<file path="config.mk">
export PLATFORM = sky130hd
export DESIGN_NAME = logic_op_unit
export DESIGN_NICKNAME = d
export VERILOG_FILES = /design/src/rtl/logic_op_unit.sv
export SDC_FILE = /design/constraint.sdc
export NUM_CORES = 1
export LEC_CHECK = 0
export BUFFER_PORTS_ARGS = -buffer_cell sky130_fd_sc_hd__clkbuf_2
export CAP_MARGIN = 5
export CORE_MARGIN = 2
export CORE_UTILIZATION = 53
export DETAILED_ROUTE_END_ITERATION = 8
export PLACE_DENSITY = 0.78
export SETUP_SLACK_MARGIN = 0.05
export SKIP_LAST_GASP = 1
export SLEW_MARGIN = 25
export SYNTH_ARGS = -nofsm -noshare
export SYNTH_HDL_FRONTEND = slang
export SYNTH_SLANG_ARGS = --single-unit
</file>
<file path="constraint.sdc">
create_clock -name clk -period 2.8 [get_ports clk]
set_clock_uncertainty 0.15 [all_clocks]
set_input_delay 0.56 -clock clk [delete_from_list [all_inputs] [get_ports clk]]
set_output_delay 0.56 -clock clk [all_outputs]
set_load 0.005 [all_outputs]
</file>
<file path="src/rtl/logic_op_unit.sv">
// logic_op_unit: two-stage pipelined bitwise logic unit.
//   S1 registers an operand beat {op, use_acc, a, b}; S2 computes the result
//   and holds it in y until the consumer takes it. With use_acc set, operand A
//   is the current y, which is the result of the immediately preceding op.
// Handshakes: a transfer happens on a rising edge where valid && ready are both
//   high. Valid never depends on ready. in_ready depends on out_ready only,
//   never on in_valid.
// Optional: define LOGIC_OP_UNIT_FLAGS_EN to add the registered zero/parity flags.
module logic_op_unit #(
  parameter int WIDTH = 16
) (
  input  logic             clk,
  input  logic             reset,
  input  logic             in_valid,
  output logic             in_ready,
  input  logic [2:0]       op,
  input  logic             use_acc,
  input  logic [WIDTH-1:0] a,
  input  logic [WIDTH-1:0] b,
  output logic             out_valid,
  input  logic             out_ready,
  output logic [WIDTH-1:0] y
`ifdef LOGIC_OP_UNIT_FLAGS_EN
  ,
  output logic             zero,
  output logic             parity
`endif
);

  typedef enum logic [2:0] {
    OP_AND  = 3'd0,
    OP_OR   = 3'd1,
    OP_XOR  = 3'd2,
    OP_NAND = 3'd3,
    OP_NOR  = 3'd4,
    OP_XNOR = 3'd5,
    OP_PASS = 3'd6,
    OP_NOT  = 3'd7
  } op_e;

  // Stage 1 registers
  logic             s1_valid_q, s1_valid_d;
  logic [2:0]       s1_op_q;
  logic             s1_use_acc_q;
  logic [WIDTH-1:0] s1_a_q;
  logic [WIDTH-1:0] s1_b_q;

  // Stage 2 registers
  logic             out_valid_q, out_valid_d;
  logic [WIDTH-1:0] y_q, y_d;

  // Handshake and transfer strobes
  logic             s2_can_load;
  logic             s2_load;
  logic             in_fire;
  logic             out_fire;
  logic [WIDTH-1:0] op_a;

  // S2 is free when it is empty or its result leaves on this edge.
  always_comb begin
    s2_can_load = !out_valid_q || out_ready;
    s2_load     = s1_valid_q && s2_can_load;
    in_ready    = !s1_valid_q || s2_can_load;
    in_fire     = in_valid && in_ready;
    out_fire    = out_valid_q && out_ready;
  end

  // Operand A select and the fully decoded op table.
  always_comb begin
    op_a = s1_use_acc_q ? y_q : s1_a_q;
    y_d  = op_a;
    case (op_e'(s1_op_q))
      OP_AND:  y_d = op_a & s1_b_q;
      OP_OR:   y_d = op_a | s1_b_q;
      OP_XOR:  y_d = op_a ^ s1_b_q;
      OP_NAND: y_d = ~(op_a & s1_b_q);
      OP_NOR:  y_d = ~(op_a | s1_b_q);
      OP_XNOR: y_d = ~(op_a ^ s1_b_q);
      OP_PASS: y_d = op_a;
      OP_NOT:  y_d = ~op_a;
    endcase
  end

  // Valid bits: a load refills, a drain empties, otherwise hold.
  always_comb begin
    s1_valid_d = s1_valid_q;
    if (in_fire)      s1_valid_d = 1'b1;
    else if (s2_load) s1_valid_d = 1'b0;

    out_valid_d = out_valid_q;
    if (s2_load)       out_valid_d = 1'b1;
    else if (out_fire) out_valid_d = 1'b0;
  end

  // Stage 1 operand register, loaded on an input handshake.
  always_ff @(posedge clk or negedge reset) begin
    if (!reset) begin
      s1_valid_q   <= 1'b0;
      s1_op_q      <= 3'd0;
      s1_use_acc_q <= 1'b0;
      s1_a_q       <= '0;
      s1_b_q       <= '0;
    end else begin
      s1_valid_q <= s1_valid_d;
      if (in_fire) begin
        s1_op_q      <= op;
        s1_use_acc_q <= use_acc;
        s1_a_q       <= a;
        s1_b_q       <= b;
      end
    end
  end

  // Stage 2 result register; y only changes on a load and holds after consumption.
  always_ff @(posedge clk or negedge reset) begin
    if (!reset) begin
      out_valid_q <= 1'b0;
      y_q         <= '0;
    end else begin
      out_valid_q <= out_valid_d;
      if (s2_load) y_q <= y_d;
    end
  end

  assign out_valid = out_valid_q;
  assign y         = y_q;

`ifdef LOGIC_OP_UNIT_FLAGS_EN
  logic zero_q;
  logic parity_q;

  // Flags are computed from the value being loaded so they track y exactly.
  always_ff @(posedge clk or negedge reset) begin
    if (!reset) begin
      zero_q   <= 1'b1;
      parity_q <= 1'b0;
    end else if (s2_load) begin
      zero_q   <= (y_d == '0);
      parity_q <= ^y_d;
    end
  end

  assign zero   = zero_q;
  assign parity = parity_q;
`endif

endmodule

</file>
* Yosys cells after proc, flatten, opt, wreduce, memory -nomap -nowiden
Cells that the tools add are included.
** Storage, ports and cells
- Register bits after elaboration :: 54
- Bits of input ports :: 40
- Output and inout port bits :: 18
- Logic and storage cells :: 37
** Cells by class
- Equal/unequal tests :: 7
- Mux-type cells :: 6
- Bitwise operators :: 7
- Reduce and logical (&&, ||, !) cells :: 10
** Operators with widths (number)
- case mux 16 bit (8 select lines) :: 1
- NOT 16 bit :: 4
- AND 16 bit :: 1
- two-way mux 16 bit :: 1
- OR 16 bit :: 1
- XOR 16 bit :: 1
- equality test 3 bit, second input constant :: 4
- equality test 3 x 2 -> 1 bit, second input constant :: 2
- two-way mux 1 bit :: 4
- nonzero test 2 bit :: 2
- equality test 3 x 1 -> 1 bit, second input constant :: 1
- logical AND 1 bit :: 3
- zero test 3 bit :: 1
- zero test 1 bit :: 2
- logical OR 1 bit :: 2

* Depth between registers and ports, before layout
Gate-level depths: netlist of run 1.
- Depth after elaboration :: 5
- Mapped depth :: 9
- Gate-level depth less buffers :: 7

* Worst setup path before layout of run 1
OpenSTA, ideal clock, no wires.
- Path type :: reg2reg
- Start :: register s1_use_acc_q
- End :: register y_q[1] (netlist: y[1])
- Setup time :: 0.134 ns
- Arrival :: 1.668 ns
- Data required time :: 2.516 ns
- Slack :: 0.848 ns
- Cell stages (with the launch flop) :: 9
- Buffers on the path :: 2
- Period minus slack after synthesis :: 1.952 ns
- Path through :: dfrtp_1 > buf_6 > buf_12 > mux2i_2 > ha_1 > mux2_2 > o22ai_1 > a2111oi_0 > a21oi_1
** On the way
- Cells in the longest elaborated chain, start to end :: 4
** Ends and longest elaborated chain
- start, declared :: line 44 : logic s1_use_acc_q;
- start signal, assigned :: line 107 : s1_use_acc_q <= use_acc;
- two-way mux 16 bit (*) :: line 70 : op_a = s1_use_acc_q ? y_q : s1_a_q;
- XOR 16 bit, or another cell as far along :: line 75, 78
- NOT 16 bit (on tied branches) :: line 78, 76, 77
- case mux 16 bit (8 select lines) (*) :: line 72 : case (op_e'(s1_op_q))
- end signal, assigned :: line 121 : if (s2_load) y_q <= y_d;
- end, declared :: line 50 : logic [WIDTH-1:0] y_q, y_d;
Every way passes the cells marked *; elsewhere a longest branch is shown, timed or not.
A chain may end at the register's enable or synchronous reset.

* Final worst setup path of run 1
- Start :: register s1_op_q[0]
- End :: register y_q[7] (netlist: y[7])
** On the way
- Cells in the longest elaborated chain, start to end :: 2
** Ends and longest elaborated chain
- start, declared :: line 43 : logic [2:0] s1_op_q;
- start signal, assigned :: line 106 : s1_op_q <= op;
- equality test 3 bit, or another cell as far along :: line 72
- case mux 16 bit (8 select lines) (*) :: line 72
Marked as above.

==> results of run 1 <==
==> layout by cell type (no fill, tap or decap), types with 9 or more instances in the layout <==
| cell type | synthesis | layout |
|---|---|---|
| o22ai_1 | 27 | 27 |
| nor2b_1 | 9 | 9 |
| mux2_2 | 14 | 14 |
| inv_1 | 37 | 37 |
| a31oi_1 | 10 | 10 |
| buf_4 | 5 | 11 |
| dfrtp_1 | 54 | 54 |
| mux2_1 | 30 | 30 |
| nor2_1 | 11 | 11 |
| clkbuf_2 | 1 | 57 |
| ha_1 | 32 | 32 |
| nand2_1 | 20 | 20 |
| a211oi_1 | 22 | 22 |
==> cells in the mapped netlist, drive strengths merged, types with 5 or more instances <==
library cell	count
o21ai	11
nand2b	5
mux2i	12
dfrtp	54
nor2	13
a21oi	6
buf	24
ha	32
nor2b	9
xnor2	6
mux2	47
inv	37
o22ai	27
a211oi	22
nand2	21
a31oi	10
==> path summary, 6_finish.rpt <==
check                           slack, ns        end        from  cells after the start
worst min-delay path                 0.22  s1_a_q[6]       reset                      2
worst min register to register       0.35  s1_a_q[9]   s1_a_q[9]                      1
worst max-delay path                 0.50       y[7]  s1_op_q[0]                      5
worst max register to register       0.50       y[7]  s1_op_q[0]                      5
max in group asynchronous            1.80       y[2]       reset                      2
min in group clk                     0.30  s1_a_q[9]        a[9]                      2
==> sequential cells by signal, indices dropped and copies added, names as in the netlist <==
name	flops
s1_a_q	16
s1_b_q	16
y	16
s1_op_q	3
out_valid	1
s1_use_acc_q	1
s1_valid_q	1
==> critical path, cell delays in order (launching register included) <==
cell and delay (ns):
dfrtp_1 0.69, nor2_2 0.26, buf_4 0.23, nand4b_2 0.49, o22ai_1 0.28, a21oi_1 0.07
==> layout make-up <==
cell class,instances,area (um2),area share
Timing Repair Buffer,68,367.9,0.08947
Inverter,37,138.9,0.03378
Clock buffer,5,68.82,0.01674
Tap cell,96,120.1,0.02921
Clock inverter,3,40.04,0.009738
Sequential cell,54,1351,0.3287
Multi-Input combinational cell,244,2024,0.4924
==> cells by family (layout without fill, tap and decap cells) <==
group	Yosys count	count (layout)	synth area share
adder cells (fa/ha/maj)	32	32	0.1077
multiplexers	59	59	0.1848
XOR/XNOR	7	7	0.01650
buffers and inverters	63	113	0.09158
AND/OR/NAND/NOR	62	62	0.08687
AO/OA/AOI/OAI	84	84	0.1488
flip-flops	54	54	0.3636
==> where the power goes <==
group          switching [mW]  internal (mW)
logic                   0.635          0.599
clock network           0.259          0.264
registers               0.197          0.953
==> routing by layer <==
layer  routed length (um)  up-vias  GRT usage
met4                  107        0    0.07133
li1                     -     1386          -
met2                 4097       92     0.3953
met3                  421        9    0.03393
met5                    0        -          0
met1                 3778     1418     0.3136
==> impl_metrics.yaml, run 1 <==
layout:
  final_cells: 507
  final_core_util: 0.6052
  synthToLayoutAreaGrowth_pct: 10.64
  fillers: 572
  fin_nets: 482
  diodes: 0
  fin_area_um2: 4111
  drive_gt1_frac: 0.2530
pwr:
  p_per_area_nw_per_um2: 707.0
  p_leak_nw: 1.910
  peakVddDrop_v: 0.0003298
  total_power_mw: 2.907
drt:
  initialDrtViolationCount: 173
  ant_nets: 0
  viasPerCell: 5.730
  wl_per_cell_um: 16.57
  totalWireLength_um: 8403
  drc: 0
  firstDrtPassIters: 4
  vias: 2905
synthesis:
  synth_enable_flop_cells: 0
  synth_area_leader_cell: "dfrtp_1"
  synth_fp_nets: 433
  netlist_area_um2: 3716
  synth.avg_cell_area_um2: 10.29
  synth_flop_cell: "dfrtp_1"
  netlist_instances: 361
  synthTopCellsByArea: "dfrtp_1, ha_1, mux2_1, o22ai_1, a211oi_1"
  synthArstFlopShare: 1.000
  seq_area_frac_synth: 0.3636
  synth_top_area_frac: 0.3636
  synth_seq_cells: 54
  yosysWarnings: 0
  synth.distinct_cells: 40
clock_network:
  cts_sinks: 54
  cts_tree: "yes"
  clkTransAtPathRegs_ns: 0.10
  clkLatencyLatePin_ns: 0.31
  htree_levels: 2
  post-cts-setup-buffer-count: 0
  root_buffer: "clkbuf_8"
  numCtsBuffers: 5
  clockBufferDepth: 2
  hold_buffers: 0
  post_cts_resized: 0
place:
  place_ws_ns: 0.5822
  port-buffer-count: 57
  hpwlAfterDp_um: 5965
  dp_cells: 499
  place.gp.congestion: 0.8201
  place_area_um2: 4003
worst_setup_path:
  path_class: "register to register"
  end_kind: "register"
  start_kind: "register"
  path_max_fanout: 21
  worstPathArrival_ns: 2.33
  cp.required_ns: 2.83
sta:
  setup-tns-final_ns: 0
  finalCritPeriodShare: 0.8222
  max_slew_margin: 0.4681
  tightest_slew_ns: 0.7978
  post-route-worst-setup-slack_ns: 0.4978
  final_max_slew_viol_count: 0
  timing.hold.ws_ns: 0.2214
  max_freq_mhz: 434.4
  setup-violations-final: 0
  layout_min_cycle_time_ns: 2.302
  hold_viol_final: 0
  rsz0062_at_grt: "no"
floorplan:
  core_area_um2: 6794
  dieHeight_um: 87.74
  ios: 58
  rows: 30
  start_util: 0.5470
  die_area_um2: 7697
  die_w_um: 87.74
global_routing:
  grt_antenna_before_repair: 0
  globalRouteTotalUtil: 0.2345
  grt_max_degree: 55
  grt_pass1_vias: 2911
  grt_overflow: 0
  grt_pass1_wl_um: 14080
flow_run:
  maxCapViolCount: 0
hold_path:
  hp-class: "input port to async pin"
outcome:
  outcome: "completed"
Note: power is estimated with default switching activity, not from simulation.
==> run 2, diff against run 1 <==
==> constraint.sdc (replaced) <==
create_clock -name clk -period 2.2 [get_ports clk]
set_clock_uncertainty 0.15 [all_clocks]
set_input_delay 0.44 -clock clk [delete_from_list [all_inputs] [get_ports clk]]
set_output_delay 0.44 -clock clk [all_outputs]
set_load 0.005 [all_outputs]
==> run 2 against run 1 <==
Net effect:
- sequential share of layout area is 0.58 points lower
- fmax increased by 11%
- count of clock-buffer cells in the layout is 2 higher
- routed wire length down 3.0%
- clock power is 11% higher
- setup slack lost 0.37 ns
- design area grew 1.8%
- via count grew 2.1%
- final cell count up 1.2%
- sequential cell count is the same
- utilization is 1.1 points higher
==> impl_metrics.yaml, run 2 (synthesis results as in run 1) <==
worst_setup_path:
  path_class: "register to register"
  start_kind: "register"
  r2r-end: "y[12]"
  end_kind: "register"
  path_max_fanout: 8
  cp.required_ns: 2.28
  reg2regPathDepth: 8
  worstPathArrival_ns: 2.15
  r2r_start: "s1_use_acc_q"
  setup.worst_path.start: "s1_use_acc_q"
  endpoint: "y[12]"
  r2r_slack_ns: 0.13
floorplan:
  die_w_um: 87.74
  start_util: 0.5470
  rows: 30
  ios: 58
  core_area_um2: 6794
  dieHeight_um: 87.74
  die_area_um2: 7697
layout:
  layout_commonest_cell: "clkbuf_2"
  synthToLayoutAreaGrowth_pct: 12.63
  diodes: 0
  mostFrequentLayoutCells: "clkbuf_2, dfrtp_1, inv_1"
  fin_nets: 488
  fillers: 535
  drive_gt1_frac: 0.2614
sta:
  setup-tns-final_ns: 0
  max_slew_margin: 0.5837
  finalCritPeriodShare: 0.9419
  hold_viol_final: 0
  rsz0062_at_grt: "yes"
  tightest_slew_ns: 0.6238
  max_freq_mhz: 482.6
  layout_min_cycle_time_ns: 2.072
  timing.hold.ws_ns: 0.1833
  final_max_slew_viol_count: 0
  setup-violations-final: 0
global_routing:
  grt_pass1_wl_um: 13650
  grt.busiest_layer: "met2"
  grt_pass1_vias: 2915
  grt_max_degree: 55
  grtUsageMet2: 0.3705
  globalRouteTotalUtil: 0.2238
  grt_use_met3: 0.03959
  grt_overflow: 0
  grt_antenna_before_repair: 0
  grtUsageMet1: 0.3003
clock_network:
  root_buffer: "clkbuf_8"
  numCtsBuffers: 5
  clockBufferDepth: 2
  post-cts-setup-buffer-count: 0
  cts_sinks: 54
  clkTransAtPathRegs_ns: 0.10
  cts_tree: "yes"
  clkLatencyLatePin_ns: 0.31
  htree_levels: 2
pwr:
  seqPwrFrac: 0.394
  p_per_area_nw_per_um2: 872.1
  p_int_mw: 2.264
  p_leak_nw: 1.943
  clkPwrFrac: 0.160
  comb_power_share: 0.447
  peakVddDrop_v: 0.0003643
  power_switching_mw: 1.386
  swShare: 0.3797
drt:
  ant_nets: 0
  vias: 2965
  viasPerCell: 5.780
  initialDrtViolationCount: 233
  wl_per_cell_um: 15.89
  firstDrtPassIters: 4
  drc: 0
  totalWireLength_um: 8152
place:
  port-buffer-count: 57
  place.gp.congestion: 0.8471
  hpwlAfterDp_um: 5744
hold_path:
  hp-class: "input port to register"
  hold_path_depth: 2
flow_run:
  maxCapViolCount: 0
outcome:
  outcome: "completed"
==> run 2: critical path: stages, from the launching register on <==
cell	delay [ns]
dfrtp_1	0.40
buf_4	0.21
mux2_2	0.39
inv_1	0.06
ha_1	0.16
nor2b_1	0.05
a211oi_1	0.25
a211oi_1	0.10
a31oi_1	0.22
==> run 2: power groups by stage <==
| stage | Clock [mW] | Combinational (mW) | Sequential (mW) |
|---|---|---|---|
| global route | 0.634 | 1.82 | 1.46 |
| CTS | 0.601 | 1.61 | 1.43 |
| floorplan | 0 | 1.21 | 1.39 |
| finish | 0.583 | 1.63 | 1.44 |
| global placement | 0 | 1.51 | 1.44 |
| detailed placement | 0 | 1.60 | 1.45 |
==> run 2: metrics by stage <==
stage               area [um2]  utilization  total power, mW  setup WS (ns)  std cells
finish                    4185       0.6160            3.650         0.1278        513
global route              4185       0.6160            3.910        0.03416        513
CTS                       4179       0.6151            3.649         0.1578        513
detailed placement        4078       0.6002            3.055         0.1792        504
global placement          4078       0.6002            2.956         0.2341        504
floorplan                 3716            -            2.599         0.2483        361
==> run 2: cell type report <==
type                            count  area (um2)  share of cell area
Tap cell                           96       120.1             0.02870
Timing Repair Buffer               74       452.9              0.1082
Multi-Input combinational cell    244        2031              0.4852
Inverter                           37       138.9             0.03318
Clock buffer                        7       86.33             0.02063
Clock inverter                      1       5.005            0.001196
Sequential cell                    54        1351              0.3229
==> run 2: layer usage <==
metal	share of wire	vias up
li1	-	1407
met1	0.44	1435
met2	0.48	111
met3	0.063	12
met4	0.013	0
met5	0	-
==> run 2: worst min path at each step <==
stage,start,end,slack [ns]
5_1_grt,a[2],s1_a_q[2],0.18
6_report,a[4],s1_a_q[4],0.18
2_1_floorplan,reset,out_valid,-0.006
4_1_cts,a[4],s1_a_q[4],0.18
3_5_place_dp,reset,s1_a_q[6],0.32
3_3_place_gp,reset,s1_b_q[1],0.31
==> run 2: repair_timing <==
item | 4_1_cts | 5_1_grt
endpoints found under the setup margin | 0 | 3
hold buffers | 1 | 0
resized for setup | 0 | 2
hold endpoints to repair | 54 | 0
